`src/rtl/fifo_seq_checker_sat_counter.sv`:
```
// ============================================================================
// Module   : sat_counter
// Brief    : Up-counter that sticks at all-ones; clr has priority over inc.
// Revision : 1.0 - initial release
// ============================================================================
`default_nettype none

module sat_counter #(
   parameter int WIDTH = 16
) (
   input  logic             clk,
   input  logic             rst,
   input  logic             clr,
   input  logic             inc,
   output logic [WIDTH-1:0] count
);

   logic [WIDTH-1:0] r_count;

   always_ff @(posedge clk) begin
      if (rst || clr) begin
         r_count <= '0;
      end else if (inc && (r_count != {WIDTH{1'b1}})) begin
         r_count <= r_count + 1'b1;
      end
   end

   assign count = r_count;

endmodule

`default_nettype wire

```
`config.mk`:
```
export PLATFORM = sky130hd
export DESIGN_NAME = sat_counter
export DESIGN_NICKNAME = d
export VERILOG_FILES = /design/src/rtl/fifo_seq_checker_sat_counter.sv
export SDC_FILE = /design/constraint.sdc
export NUM_CORES = 1
export LEC_CHECK = 0
export CORE_AREA = 3 3 45 47
export DETAILED_ROUTE_END_ITERATION = 8
export DIE_AREA = 0 0 48 50
export PLACE_DENSITY = 0.8
export SLEW_MARGIN = 15
export SYNTH_ARGS = -nofsm -noshare
export SYNTH_HDL_FRONTEND = slang
export SYNTH_SLANG_ARGS = --single-unit
```
`constraint.sdc`:
```
create_clock -name clk -period 5.15 [get_ports clk]
set_clock_uncertainty 0.2 [all_clocks]
set_input_delay 0.515 -clock clk [delete_from_list [all_inputs] [get_ports clk]]
set_output_delay 0.515 -clock clk [all_outputs]
set_load 0.02 [all_outputs]
```
==> impl_metrics.tcl <==
set metrics [dict create \
    switching_power_uw 49.1 \
    critPathMaxFanout 10 \
    post-route-period-util 0.421 \
    syn_avg_cell_area_sq_um 8.92 \
    grt_usage 0.191 \
    multi_input_area_sq_um 510 \
    seqPwrFrac 0.565 \
    grt_overflow_total 0 \
    drc 0 \
    clk_path_buf_depth 2 \
    fin_nets 121 \
    power.density_mw_per_mm2 204 \
    drt_iter0_drc 16 \
    cp-start-kind "flip-flop" \
    fin_cells 132 \
    irDropWorstVdd_mv 0.162 \
    place_congestion 0.753 \
    finalWirelength_um 1980 \
    hold_path.class "flip-flop to flip-flop" \
    ctsHoldBuffers 0 \
    grt_pass1_wl_um 3410 \
    worst_ep_required_time_ns 4.43 \
    worstHoldStart "count[1]" \
    start_util 0.501 \
    p_int_uw 172 \
    tns_ns 0 \
    synth_most_common_cell "dfxtp_1" \
    dp_hpwl_um 1420 \
    design.core.area_sq_mm 0.00169 \
    vias 832 \
    layout-drive-gt1-share 0.0957 \
    cts_resized 0 \
    ys_seq_area_frac 0.378 \
    n_antenna_cell 0 \
    synth_top_area_frac 0.378 \
    yosys_warnings 0 \
    syn_area_sq_um 847 \
    power_frac_comb 0.047 \
    grtUsageMet1 0.268 \
    end_kind "primary output" \
    r2r_start "count[0]" \
    final.min_clock_period_ns 2.17 \
    port_buffers 19 \
    synth_nets 100 \
    largest_reg_flops 16 \
    cp_slowest_cell "clkdlybuf4s50_1" \
    first_global_vias 731 \
    hold_ws_ns 0.310 \
    synth_edf_count 0 \
    firstDrtPassIters 4 \
    syn_inst 95 \
    rsz0062_at_grt "no" \
    cts.clk_slew.worst_paths_ns 0.10 \
    cts_tree "done" \
    crit_start "count[9]" \
    yosys.area.top_type "dfxtp_1" \
    die_h_um 50 \
    cts-root-buf "clkbuf_4" \
    regArea_sq_um 320 \
    yosysUniqueCellTypes 30 \
    rows 15 \
    antenna_found_initial 0 \
    cp.arrival_ns 1.45 \
    setup_ws_ns 2.98 \
    synthToLayoutAreaGrowth_pct 27.8 \
    slew_headroom 0.549 \
    wl_per_cell_um 15.0 \
    die_area_sq_mm 0.00240 \
    worst_skew_pair.late_latency_ns 0.29 \
    post_cts_buffers 0 \
    pin_count 20 \
    maxSlewViolCount 0 \
    synth-async-reset-ratio 0 \
    path_class "flip-flop to primary output" \
    n_fill_cell 163 \
    synth_seq_cells 16 \
    dp.cells 128 \
    cts_max_level 1 \
    pre_cts_ws_ns 2.78 \
    synth_commonest_cells "dfxtp_1 (16), a21oi_1 (9), nor2_1 (7)" \
    antenna_left 0 \
    gr-usage-met3 0.0365 \
    clock_sinks 16 \
    cap_violations 0 \
    grt_max_degree 16 \
    busiest_layer "met2" \
    ys.flop_type "dfxtp_1" \
    outcome "completed" \
    timing.fmax_mhz 461 \
    clock_power_share 0.387 \
    setup_violations 0 \
    synth_area_leaders "dfxtp_1 (38%), a21oi_1 (5.3%), a41o_1 (4.7%)" \
    die_width_um 48 \
    cp_cell_sequence "clkdlybuf4s50_1" \
    tightest_slew_ns 0.671 \
    hold_violations 0 \
    max_stage_delay_ns 0.67 \
    p_sw_frac 0.222 \
    p_leak_uw 0.000381 \
    cts_buffers 3 \
    path_delay_family "buffers and inverters" \
    via_per_inst 6.30 \
    grtUsageMet2 0.284 \
    path_buf_inv 1 \
]
## per-layer routing
layer	vias up	wire, um
met5	-	0
met4	0	31
met1	394	899
li1	414	-
met2	20	973
met3	4	71
## power groups by stage
stage               logic [uW]  registers (uW)  clock network, uW
floorplan                 4.69             128                  0
global placement          10.3             128                  0
detailed placement        10.4             128                  0
CTS                       10.6             125               86.2
global route              11.7             125               91.2
finish                    10.4             125               85.6
## layout make-up
cell class	count	area share
timing repair buffer	19	0.176
inverter	1	0.00347
multi-input combinational	75	0.472
clock buffer	4	0.0335
sequential	16	0.296
tap	17	0.0197
## cells in the final DEF (no fill, tap or decap), types with 2 or more instances in the layout
cell type         n
a21oi_1           9
a31oi_1           3
a41o_1            4
and2_1            2
and4_1            4
clkbuf_4          3
clkdlybuf4s50_1  19
dfxtp_1          16
nand2_1           6
nand3_1           5
nand4_1           5
nor2_1            7
o21ai_0           5
o31ai_1           3
or3_1             5
or4_1             3
xor2_1            2
## logic make-up after synthesis
group / count (synthesis) / synth area share
flops: 16 / 0.378
fa+ha+maj: 1 / 0.0148
xor+xnor: 3 / 0.0310
simple gates: 44 / 0.338
compound gates: 27 / 0.219
buf+inv: 4 / 0.0192
## worst paths after layout
| kind | to | slack [ns] | cells after the start |
|---|---|---|---|
| worst max-delay path | count[9] | 2.98 | 1 |
| worst max register to register | count[13] | 3.08 | 5 |
| worst min-delay path | count[1] | 0.31 | 2 |
| worst min register to register | count[1] | 0.31 | 2 |
## metrics by stage
| step | util | total power [uW] | cell area [sq um] |
|---|---|---|---|
| after detailed placement | 0.619 | 138 | 1050 |
| after floorplan | - | 133 | 847 |
| after CTS | 0.641 | 222 | 1080 |
| after global placement | 0.619 | 138 | 1050 |
| final | 0.641 | 221 | 1080 |
| after global routing | 0.641 | 228 | 1080 |
Power figures use the tool's default switching activity.
